File: src/rtl/serial_pattern_generator.sv
`default_nettype none
// ============================================================================
// Module   : serial_pattern_generator
// Purpose  : Shifts a captured pattern out MSB first, repeated with zero gaps.
// Revision : 1.0 - initial release
// ============================================================================
module serial_pattern_generator #(
    parameter int PAT_W = 4,
    parameter int CNT_W = 4
) (
    input  logic             clk,
    input  logic             rst,
    input  logic             start,
    input  logic             en,
    input  logic [PAT_W-1:0] pattern,
    input  logic [CNT_W-1:0] rep_cnt,
    input  logic [CNT_W-1:0] gap_len,
    output logic             x,
    output logic             x_valid,
    output logic             busy,
    output logic             done
);

    localparam int BI_W = (PAT_W > 2) ? $clog2(PAT_W) : 1;
    localparam logic [BI_W-1:0]  c_BIT_MSB = BI_W'(PAT_W - 1);
    localparam logic [CNT_W-1:0] c_ONE     = CNT_W'(1);

    typedef enum logic [1:0] {
        IDLE  = 2'd0,
        SHIFT = 2'd1,
        GAP   = 2'd2,
        DONE  = 2'd3
    } state_t;

    state_t             r_state,     w_state_nx;
    logic [PAT_W-1:0]   r_pat,       w_pat_nx;
    logic [PAT_W-1:0]   r_shreg,     w_shreg_nx;
    logic [BI_W-1:0]    r_bit_idx,   w_bit_idx_nx;
    logic [CNT_W-1:0]   r_reps_left, w_reps_left_nx;
    logic [CNT_W-1:0]   r_gap_ld,    w_gap_ld_nx;
    logic [CNT_W-1:0]   r_gap_cnt,   w_gap_cnt_nx;

    always_ff @(posedge clk or posedge rst) begin
        if (rst) begin
            r_state     <= IDLE;
            r_pat       <= '0;
            r_shreg     <= '0;
            r_bit_idx   <= '0;
            r_reps_left <= '0;
            r_gap_ld    <= '0;
            r_gap_cnt   <= '0;
        end else if (en) begin
            r_state     <= w_state_nx;
            r_pat       <= w_pat_nx;
            r_shreg     <= w_shreg_nx;
            r_bit_idx   <= w_bit_idx_nx;
            r_reps_left <= w_reps_left_nx;
            r_gap_ld    <= w_gap_ld_nx;
            r_gap_cnt   <= w_gap_cnt_nx;
        end
    end

    always_comb begin
        w_state_nx     = r_state;
        w_pat_nx       = r_pat;
        w_shreg_nx     = r_shreg;
        w_bit_idx_nx   = r_bit_idx;
        w_reps_left_nx = r_reps_left;
        w_gap_ld_nx    = r_gap_ld;
        w_gap_cnt_nx   = r_gap_cnt;

        case (r_state)
            IDLE: begin
                if (start) begin
                    w_pat_nx       = pattern;
                    w_shreg_nx     = pattern;
                    w_bit_idx_nx   = c_BIT_MSB;
                    w_reps_left_nx = (rep_cnt == '0) ? c_ONE : rep_cnt;
                    w_gap_ld_nx    = gap_len;
                    w_state_nx     = SHIFT;
                end
            end
            SHIFT: begin
                w_shreg_nx   = r_shreg << 1;
                w_bit_idx_nx = r_bit_idx - 1'b1;
                if (r_bit_idx == '0) begin
                    if (r_reps_left == c_ONE) begin
                        w_state_nx = DONE;
                    end else if (r_gap_ld == '0) begin
                        // Back-to-back repetition: reload without a bubble.
                        w_shreg_nx     = r_pat;
                        w_bit_idx_nx   = c_BIT_MSB;
                        w_reps_left_nx = r_reps_left - c_ONE;
                    end else begin
                        w_gap_cnt_nx   = r_gap_ld;
                        w_reps_left_nx = r_reps_left - c_ONE;
                        w_state_nx     = GAP;
                    end
                end
            end
            GAP: begin
                w_gap_cnt_nx = r_gap_cnt - c_ONE;
                if (r_gap_cnt == c_ONE) begin
                    w_shreg_nx   = r_pat;
                    w_bit_idx_nx = c_BIT_MSB;
                    w_state_nx   = SHIFT;
                end
            end
            DONE: begin
                w_state_nx = IDLE;
            end
            default: begin
                w_state_nx = IDLE;
            end
        endcase
    end

    assign x       = (r_state == SHIFT) ? r_shreg[PAT_W-1] : 1'b0;
    assign x_valid = (r_state == SHIFT) || (r_state == GAP);
    assign busy    = (r_state != IDLE);
    assign done    = (r_state == DONE);

endmodule
`default_nettype wire

File: config.mk
export PLATFORM = sky130hd
export DESIGN_NAME = serial_pattern_generator
export DESIGN_NICKNAME = d
export VERILOG_FILES = /design/src/rtl/serial_pattern_generator.sv
export SDC_FILE = /design/constraint.sdc
export NUM_CORES = 1
export LEC_CHECK = 0
export CAP_MARGIN = 20
export CORE_AREA = 8 8 90 60
export CTS_BUF_LIST = sky130_fd_sc_hd__clkbuf_8
export CTS_CLUSTER_SIZE = 8
export DETAILED_ROUTE_END_ITERATION = 10
export DIE_AREA = 0 0 98 68
export PLACE_DENSITY = 0.64
export SYNTH_ARGS = -nofsm -noshare
export SYNTH_HDL_FRONTEND = slang
export SYNTH_SLANG_ARGS = --single-unit
File: constraint.sdc
create_clock -name clk -period 5.8 [get_ports clk]
set_clock_uncertainty 0.2 [all_clocks]
set_input_delay 1.16 -clock clk [delete_from_list [all_inputs] [get_ports clk]]
set_output_delay 1.16 -clock clk [all_outputs]
set_load 0.005 [all_outputs]
======== Yosys cells after proc, flatten, opt, wreduce, memory -nomap -nowiden ========
Cells that the tools add are included.
word-level totals
  output and inout port bits .............. 4
  input bits .............................. 16
  register bits after elaboration ......... 24
cells by class
  equality and inequality tests ........... 11
  add/subtract/negate cells ............... 3
  reduce and logical (&&, ||, !) cells .... 14
  muxes and demuxes ....................... 28
operators with widths
  operator                                          number
  two-way mux 4 bit                                 12
  two-way mux 2 bit                                 10
  case mux 4 bit (2 select lines)                   2
  AND reduction 5 bit                               3
  case mux 4 bit (3 select lines)                   1
  != test 2 bit, second input constant              5
  == test 4 x 1 -> 1 bit, second input constant     2
  logical NOT 4 bit                                 2
  case mux 2 bit (4 select lines)                   1
  subtractor 4 x 1 -> 4 bit, second input constant  2
  case mux 2 bit (3 select lines)                   1
  nonzero test 2 bit                                3
  == test 2 bit, second input constant              2
  logical NOT 2 bit                                 2
  AND reduction 4 bit                               1
  != test 3 bit, second input constant              1
  AND reduction 3 bit                               1
  nonzero test 3 bit                                1
  == test 2 x 1 -> 1 bit, second input constant     1
  subtractor 2 x 1 -> 2 bit, second input constant  1
  logical OR 1 bit                                  1
  two-way mux 1 bit                                 1

======== Longest topological paths before layout ========
Gate-level depths: netlist of run 1.
  depth in word-level cells ............... 5
  depth in mapped cells ................... 7
  mapped depth without buffers ............ 6

======== Worst setup path before layout of run 1 ========
No wires, ideal clock.
  path kind ............................... input -> register
  start ................................... input port start
  end ..................................... register r_shreg[1]
  slack ................................... 3.287 ns
  library setup time ...................... 0.124 ns
  data required time ...................... 5.476 ns
  data arrival time ....................... 2.189 ns
  path buffers ............................ 1
  stages on the path ...................... 5
  path through ............................ and2b_2 -> a2111oi_4 -> buf_6 -> mux2i_1 -> o21ai_1
on the way
  longest elaborated chain between the ends .. 2
RTL lines
  element                               RTL line  text
  from (decl)                           13        input logic start,
  != test 2 bit (no source line)        --
  AND reduction 4 bit (no source line)  --
  to (signal assigned)                  55        r_shreg <= w_shreg_nx;
  to (decl)                             37        logic [PAT_W-1:0] r_shreg, w_shreg_nx;
Every way passes these cells.
A chain may end at the register's enable or synchronous reset.

======== Final worst setup path of run 1 ========
  start ................................... register r_state[1]
  end ..................................... output port x
on the way
  longest elaborated chain between the ends .. 2
RTL lines
  element                 RTL line  text
  from (decl)             35        state_t r_state, w_state_nx;
  from (signal assigned)  53        r_state <= w_state_nx;
  == test 2 x 1 -> 1 bit  118       assign x = (r_state == SHIFT) ? r_shreg[PAT_W-1] : 1'b0;
  two-way mux 1 bit       118
  to (decl)               18        output logic x,
Every way passes these cells.

==> results.cfg, run 1 <==
[sta]
fin_crit_sh = 0.617
setup_viol = 0
fin_crit_ns = 3.58
hold_viol = 0
grt_setup_unrepaired = false
clock.fmax_mhz = 279
holdWs_ns = 0.321
tns_ns = 0
final_max_slew_viol_count = 0
max-slew-margin-rel = 0.431
worst-slew-pin-transition_ns = 0.853

[synthesis]
yosys.area.top_type = dfrtp_1
ys_types = 42
synth_warnings = 0
syn-num-nets = 183
yosysSeqAreaShare = 0.385
synth.top_cell.area_share = 0.385
syn-cell-area_um2 = 1560
synth_area_leaders = dfrtp_1 39%, ha_1 8.8%, mux2_2 6.5%, mux2i_1 5.8%, nor2_1 3.6%
ys.flop_type = dfrtp_1
syn_inst = 156
synth_area_per_cell_um2 = 9.99
synthArstFlopShare = 1.00
synth_edf_count = 0
ys_ff_latch = 24

[floorplanning]
initial_core_util = 0.371
rows = 19
dieArea_um2 = 6660
core_um2 = 4210
io_pins = 20
chipHeight_um = 68
die_x_um = 98

[critical_path]
reg2reg_to = r_reps_left[0]$_DFFE_PP0P_
cp-endpoint = x
regToRegSetupSlack_ns = 3.02
cpPeakStageDelay_ns = 0.71
slowest_stage = ha_1
cp.required_ns = 4.44
path_max_fanout = 26
critPathTopFamily = adder cells
reg2reg_depth = 6
path_class = flop to output port
startpoint = r_state[1]$_DFFE_PP0P_
cp-start-kind = flop
cp_num_cells = 4
path_cells = inv_1, ha_1, and2_1, clkdlybuf4s50_1
cp_num_buf_inv = 2
timing.rr.start = r_state[1]$_DFFE_PP0P_
arrival_ns = 2.22
critPathCaptureType = output port

[power]
vdd_ir_drop_max_mv = 0.189
total_power_w = 0.000910
p_leak_nw = 0.799
powerDensity_nw_per_um2 = 490

[final_layout]
drive_above_1_share = 0.126
syn2layout_area_growth_pct = 19.0
layout.cells.most_common = dfrtp_1
insertedDiodeCount = 0
layout.nets = 202
fill_cells = 391
layout_common_cells = 24 x dfrtp_1, 19 x clkdlybuf4s50_1, 15 x nor2_1
fin_area_um2 = 1860
final_cells = 226

[clocking]
postCtsHoldBufs = 0
cts_resized = 0
path_clk_slew_ns = 0.09
clk_latency_ns = 0.27
cts_num_sinks = 24
cts.path.max_buffers = 2
cts_buffers = 3
cts_tree = yes
htree_levels = 1
postCtsSetupBuffers = 0
cts-root-buf = clkbuf_8

[route]
route.detailed.wl_per_inst_um = 15.2
vias_per_cell = 5.23
ant_nets = 0
wl_um = 3440
vias = 1181
dr.pass1.iters = 4
drc = 0
first_iter_violations = 52

[place]
dp.cells = 221
place_congestion = 0.836
io_buffers = 19
hpwl_um = 2570
placed_cell_area_um2 = 1770

[run]
maxCapViolations = 0

[min_path]
hp-class = flop to flop

[global_route]
grt_pass1_vias = 1193
grt_pass1_wl_um = 5740
overflow = 0
grt_max_degree = 27
grt_usage = 0.106
antenna_found_initial = 0

[run_status]
status = finished clean
-- worst reg2reg max path, delay by kind of cell, from the launching register on --
| kind | cells | cell delay [ns] |
|---|---|---|
| AO/OA/AOI/OAI | 2 | 0.62 |
| AND/OR/NAND/NOR | 2 | 0.62 |
| adder cells (fa/ha/maj) | 1 | 0.71 |
| buffers and inverters | 1 | 0.09 |
| flip-flops | 1 | 0.41 |
-- per-layer routing --
layer	track usage	part of all wire
met1	0.142	0.49
met2	0.173	0.46
met3	0.0315	0.041
met4	0.0116	0.0017
met5	0	0
-- area by class of cell --
| type | instances | area (µm²) | share of cell area |
|---|---|---|---|
| clock buffers | 4 | 55.1 | 0.0297 |
| well taps | 52 | 65.1 | 0.0351 |
| flip-flops and latches | 24 | 601 | 0.324 |
| repair buffers | 20 | 218 | 0.117 |
| multi-input cells | 113 | 868 | 0.468 |
| inverters | 13 | 48.8 | 0.0263 |
-- worst min-delay path by stage --
stage	slack (ns)	from	to	depth (start not counted)
final	0.32	r_pat[0]$_DFFE_PP0P_	r_pat[0]$_DFFE_PP0P_	1
after global routing	0.36	r_shreg[3]$_DFFE_PP0P_	r_shreg[3]$_DFFE_PP0P_	2
after CTS	0.33	r_shreg[2]$_DFFE_PP0P_	r_shreg[2]$_DFFE_PP0P_	2
after detailed placement	0.31	r_shreg[2]$_DFFE_PP0P_	r_shreg[2]$_DFFE_PP0P_	2
after global placement	0.29	r_shreg[2]$_DFFE_PP0P_	r_shreg[2]$_DFFE_PP0P_	2
after floorplan	0.26	r_shreg[3]$_DFFE_PP0P_	r_shreg[3]$_DFFE_PP0P_	2
-- report_power, final --
| part | total, W | internal [W] | switching (W) |
|---|---|---|---|
| Clock | 0.000116 | 0.0000606 | 0.0000550 |
| Combinational | 0.000471 | 0.000229 | 0.000242 |
| Sequential | 0.000323 | 0.000249 | 0.0000744 |
-- per-stage QoR --
step | setup slack (ns) | utilization
2_1_floorplan | 3.29 | -
3_3_place_gp | 2.55 | 0.421
3_5_place_dp | 2.46 | 0.421
4_1_cts | 2.19 | 0.434
5_1_grt | 2.04 | 0.441
6_report | 2.22 | 0.441
-- registers in the layout, indices dropped and copies added, names as in the netlist --
signal,cells
r_gap_cnt,4
r_gap_ld,4
r_pat,4
r_reps_left,4
r_shreg,4
r_bit_idx,2
r_state,2
-- logic make-up (layout without fill, tap and decap cells) --
kind of cell,count (synthesis),count (layout),synth area share
simple gates,52,52,0.187
compound gates,32,32,0.159
flops,24,24,0.385
buf+inv,19,37,0.0578
mux,18,18,0.123
fa+ha+maj,11,11,0.0883
-- synth_stat cells, drive strengths merged, types with 2 or more instances --
cell type,n
or3b,2
ha,11
o22a,3
nor4,2
clkbuf,2
nor2b,3
nand3,3
nor2,15
mux2,9
a21oi,6
nand3b,4
nand2,8
dfrtp,24
nor3,8
buf,4
inv,13
mux2i,9
a31oi,7
o21ai,5
(Power assumes the default switching activity.)
==> inputs of run 2 (changes only) <==
- PLACE_DENSITY: 0.64 -> 0.67
- clock period: 5.8 -> 3.2 ns (I/O delays scaled with it)
==> results.cfg, run 2 (synthesized netlist as in run 1, its figures left out) <==
[final_layout]
layout.nets = 204
layout.cells.most_common = dfrtp_1
insertedDiodeCount = 0
layout_common_cells = 24 x dfrtp_1, 19 x clkdlybuf4s50_1, 15 x nor2_1
final_core_util = 0.440
syn2layout_area_growth_pct = 18.7
drive_above_1_share = 0.136
fill_cells = 401

[critical_path]
critPathTopFamily = buffers and inverters
cp_num_buf_inv = 2
cp-start-kind = flop
slowest_stage = clkdlybuf4s50_1
cpPeakStageDelay_ns = 0.50
path_max_fanout = 8
cp.required_ns = 2.36
critPathCaptureType = output port
arrival_ns = 1.78
path_cells = inv_1, ha_1, and2_1, clkdlybuf4s50_1
path_class = flop to output port

[sta]
hold_viol = 0
max-slew-margin-rel = 0.573
grt_setup_unrepaired = false
final_max_slew_viol_count = 0
fin_crit_sh = 0.820
clock.fmax_mhz = 381
worst-slew-pin-transition_ns = 0.639
fin_crit_ns = 2.62
setup_viol = 0
tns_ns = 0

[place]
io_buffers = 19
place_congestion = 0.748
hpwl_um = 2510

[clocking]
clk_latency_ns = 0.27
htree_levels = 1
cts_num_sinks = 24
cts_tree = yes
postCtsSetupBuffers = 0
postCtsHoldBufs = 0
cts_resized = 0
cts-root-buf = clkbuf_8
cts_buffers = 3
cts.path.max_buffers = 2
path_clk_slew_ns = 0.09

[route]
wl_um = 3300
first_iter_violations = 59
route.detailed.wl_per_inst_um = 14.5
vias_per_cell = 5.22
drc = 0
dr.pass1.iters = 4
vias = 1191
ant_nets = 0

[global_route]
grt_usage = 0.104
overflow = 0
grt_pass1_wl_um = 5660
grt_max_degree = 25
antenna_found_initial = 0
grt_pass1_vias = 1152

[floorplanning]
dieArea_um2 = 6660
core_um2 = 4210
chipHeight_um = 68
die_x_um = 98
initial_core_util = 0.371
io_pins = 20
rows = 19

[power]
powerDensity_nw_per_um2 = 896
p_leak_nw = 0.801
vdd_ir_drop_max_mv = 0.368

[min_path]
hp-class = flop to flop

[run]
maxCapViolations = 0

[run_status]
status = finished clean
-- run 2: cell count changes in the layout (fill, tap and decap cells not counted), sizes merged --
cell and delta:
buf +2
-- run 2: where the power goes --
group | internal [W] | switching (W)
logic | 0.000423 | 0.000437
clock network | 0.000110 | 0.000103
registers | 0.000451 | 0.000133
-- run 2: tightest hold or removal path, stage by stage, from the launching register on --
cell and delay, ns:
dfrtp_1 0.34, mux2i_1 0.06, o21ai_1 0.06
-- run 2: layout make-up --
cell class | count | area [µm²] | share of cell area
Clock buffer | 4 | 55.1 | 0.0297
Tap cell | 52 | 65.1 | 0.0352
Timing Repair Buffer | 22 | 213 | 0.115
Sequential cell | 24 | 601 | 0.325
Inverter | 13 | 48.8 | 0.0264
Multi-Input combinational cell | 113 | 868 | 0.469
-- run 2: final timing paths --
kind                                         from                         end  slack (ns)  cells after the start
setup / recovery           r_state[1]$_DFFE_PP0P_                           x        0.58                      4
max in group asynchronous                     rst      r_state[1]$_DFFE_PP0P_        2.04                      3
hold / removal             r_shreg[3]$_DFFE_PP0P_      r_shreg[3]$_DFFE_PP0P_        0.30                      2
hold reg to reg            r_shreg[3]$_DFFE_PP0P_      r_shreg[3]$_DFFE_PP0P_        0.30                      2
min in group asynchronous                     rst      r_shreg[0]$_DFFE_PP0P_        0.51                      3
setup reg to reg           r_state[1]$_DFFE_PP0P_  r_reps_left[0]$_DFFE_PP0P_        0.91                      6
-- run 2: stage by stage --
stage	hold WS (ns)	cells	worst slack, ns	power [W]	instance area [µm²]
2_1_floorplan	0.264	156	1.08	0.00123	1560
3_3_place_gp	0.292	224	0.638	0.00144	1800
3_5_place_dp	0.288	224	0.597	0.00145	1800
4_1_cts	0.308	228	0.578	0.00167	1850
5_1_grt	0.351	228	0.455	0.00181	1850
6_report	0.305	228	0.575	0.00166	1850
-- run 2: metal layers --
| metal | vias up | global-route usage | share of wire |
|---|---|---|---|
| met4 | 0 | 0.0116 | 0 |
| met5 | - | 0 | 0 |
| met2 | 18 | 0.150 | 0.41 |
| met1 | 571 | 0.150 | 0.55 |
| li1 | 602 | - | - |
| met3 | 0 | 0.0355 | 0.046 |
==> inputs of run 3 (changes only) <==
- clock period: 3.2 -> 2.3 ns (I/O delays scaled with it)
==> results.cfg, run 3 (synthesized netlist as in run 1, its figures left out) <==
[run_status]
status = finished clean

[clocking]
cts.path.max_buffers = 2
cts_num_sinks = 24
cts_tree = yes
clk_latency_ns = 0.27
cts_buffers = 3
htree_levels = 1
cts-root-buf = clkbuf_8
path_clk_slew_ns = 0.08

[final_layout]
syn2layout_area_growth_pct = 25.8
insertedDiodeCount = 0
drive_above_1_share = 0.212
layout_common_cells = 24 x dfrtp_1, 18 x clkdlybuf4s50_1, 16 x buf_4
layout.nets = 218
final_cells = 241
final_core_util = 0.466
layout.cells.most_common = dfrtp_1

[sta]
grt_setup_unrepaired = false
hold_viol = 0
fin_crit_sh = 0.955
max-slew-margin-rel = 0.733
final_max_slew_viol_count = 0
post-route-worst-setup-slack_ns = 0.104
fin_crit_ns = 2.20
clock.fmax_mhz = 455
tns_ns = 0
setup_viol = 0
worst-slew-pin-transition_ns = 0.398

[route]
ant_nets = 0
drc = 0
vias = 1239
dr.pass1.iters = 4
vias_per_cell = 5.14
wl_um = 3370
first_iter_violations = 64
route.detailed.wl_per_inst_um = 14.0

[critical_path]
reg2reg_to = r_shreg[3]$_DFFE_PP0P_
regToRegSetupSlack_ns = 0.13
path_max_fanout = 3
cp-start-kind = flop
path_class = flop to output port
cp-endpoint = busy
reg2reg_depth = 7
critPathCaptureType = output port
timing.rr.start = r_gap_cnt[1]$_DFFE_PP0P_
arrival_ns = 1.54
startpoint = r_state[1]$_DFFE_PP0P_
cp.required_ns = 1.64

[power]
swShare = 0.399
clkPwrFrac = 0.104
comb_power_share = 0.567
vdd_ir_drop_max_mv = 0.509
internal_power_w = 0.00145
p_switching_w = 0.000963
powerDensity_nw_per_um2 = 1230
total_power_w = 0.00242
p_leak_nw = 0.880
p_seq_frac = 0.329

[min_path]
hp-start = r_pat[0]$_DFFE_PP0P_
hp-class = flop to flop

[global_route]
grt_pass1_wl_um = 5890
grt_usage = 0.110
grt_pass1_vias = 1173
grt_max_degree = 25
antenna_found_initial = 0
overflow = 0

[floorplanning]
dieArea_um2 = 6660
rows = 19
chipHeight_um = 68
core_um2 = 4210
initial_core_util = 0.371
io_pins = 20
die_x_um = 98

[place]
post-place-ws_ns = -0.0302
io_buffers = 19
hpwl_um = 2520
place_congestion = 0.809
dp.cells = 235

[run]
maxCapViolations = 0
-- run 3: per-layer routing --
metal | share of wire | vias up | GRT usage
met5 | 0 | - | 0
met4 | 0.0024 | 0 | 0.0289
met3 | 0.044 | 2 | 0.0335
met2 | 0.44 | 19 | 0.166
met1 | 0.51 | 587 | 0.151
li1 | - | 631 | -
-- run 3: cell type report --
class	count	area, µm²
Fill cell	411	2250
Multi-Input combinational cell	113	881
Sequential cell	24	601
Timing Repair Buffer	36	324
Tap cell	52	65.1
Inverter	13	48.8
Clock buffer	3	41.3
-- run 3: through the flow --
| stage | hold slack, ns | area [µm²] |
|---|---|---|
| floorplan | 0.264 | 1560 |
| CTS | 0.315 | 1940 |
| global placement | 0.289 | 1880 |
| detailed placement | 0.295 | 1880 |
| finish | 0.311 | 1960 |
| global route | 0.319 | 1960 |
-- run 3: worst min-delay path by stage --
stage          slack [ns]  depth (start not counted)                     end
2_1_floorplan        0.26                          2  r_shreg[3]$_DFFE_PP0P_
3_3_place_gp         0.29                          2  r_shreg[3]$_DFFE_PP0P_
3_5_place_dp         0.30                          1    r_pat[0]$_DFFE_PP0P_
4_1_cts              0.32                          1    r_pat[0]$_DFFE_PP0P_
5_1_grt              0.32                          1    r_pat[0]$_DFFE_PP0P_
6_report             0.31                          1    r_pat[0]$_DFFE_PP0P_
-- run 3: power groups by stage --
| stage | clock (W) | sequential (W) | combinational [W] |
|---|---|---|---|
| after floorplan | 0 | 0.000769 | 0.000942 |
| after global placement | 0 | 0.000809 | 0.00128 |
| after detailed placement | 0 | 0.000808 | 0.00130 |
| after CTS | 0.000267 | 0.000796 | 0.00134 |
| after global routing | 0.000277 | 0.000826 | 0.00153 |
| final | 0.000252 | 0.000796 | 0.00137 |
-- run 3: worst max-delay path, stage by stage (launching register included) --
cell             delay (ns)
dfrtp_1                0.40
inv_2                  0.07
ha_1                   0.22
inv_2                  0.08
clkdlybuf4s50_1        0.50
-- run 3: what timing repair did --
action	in CTS	in global routing
setup endpoints to repair	1	3
hold buffers	0	0
pin swaps	0	0
setup buffers	1	2
resized for setup	3	3
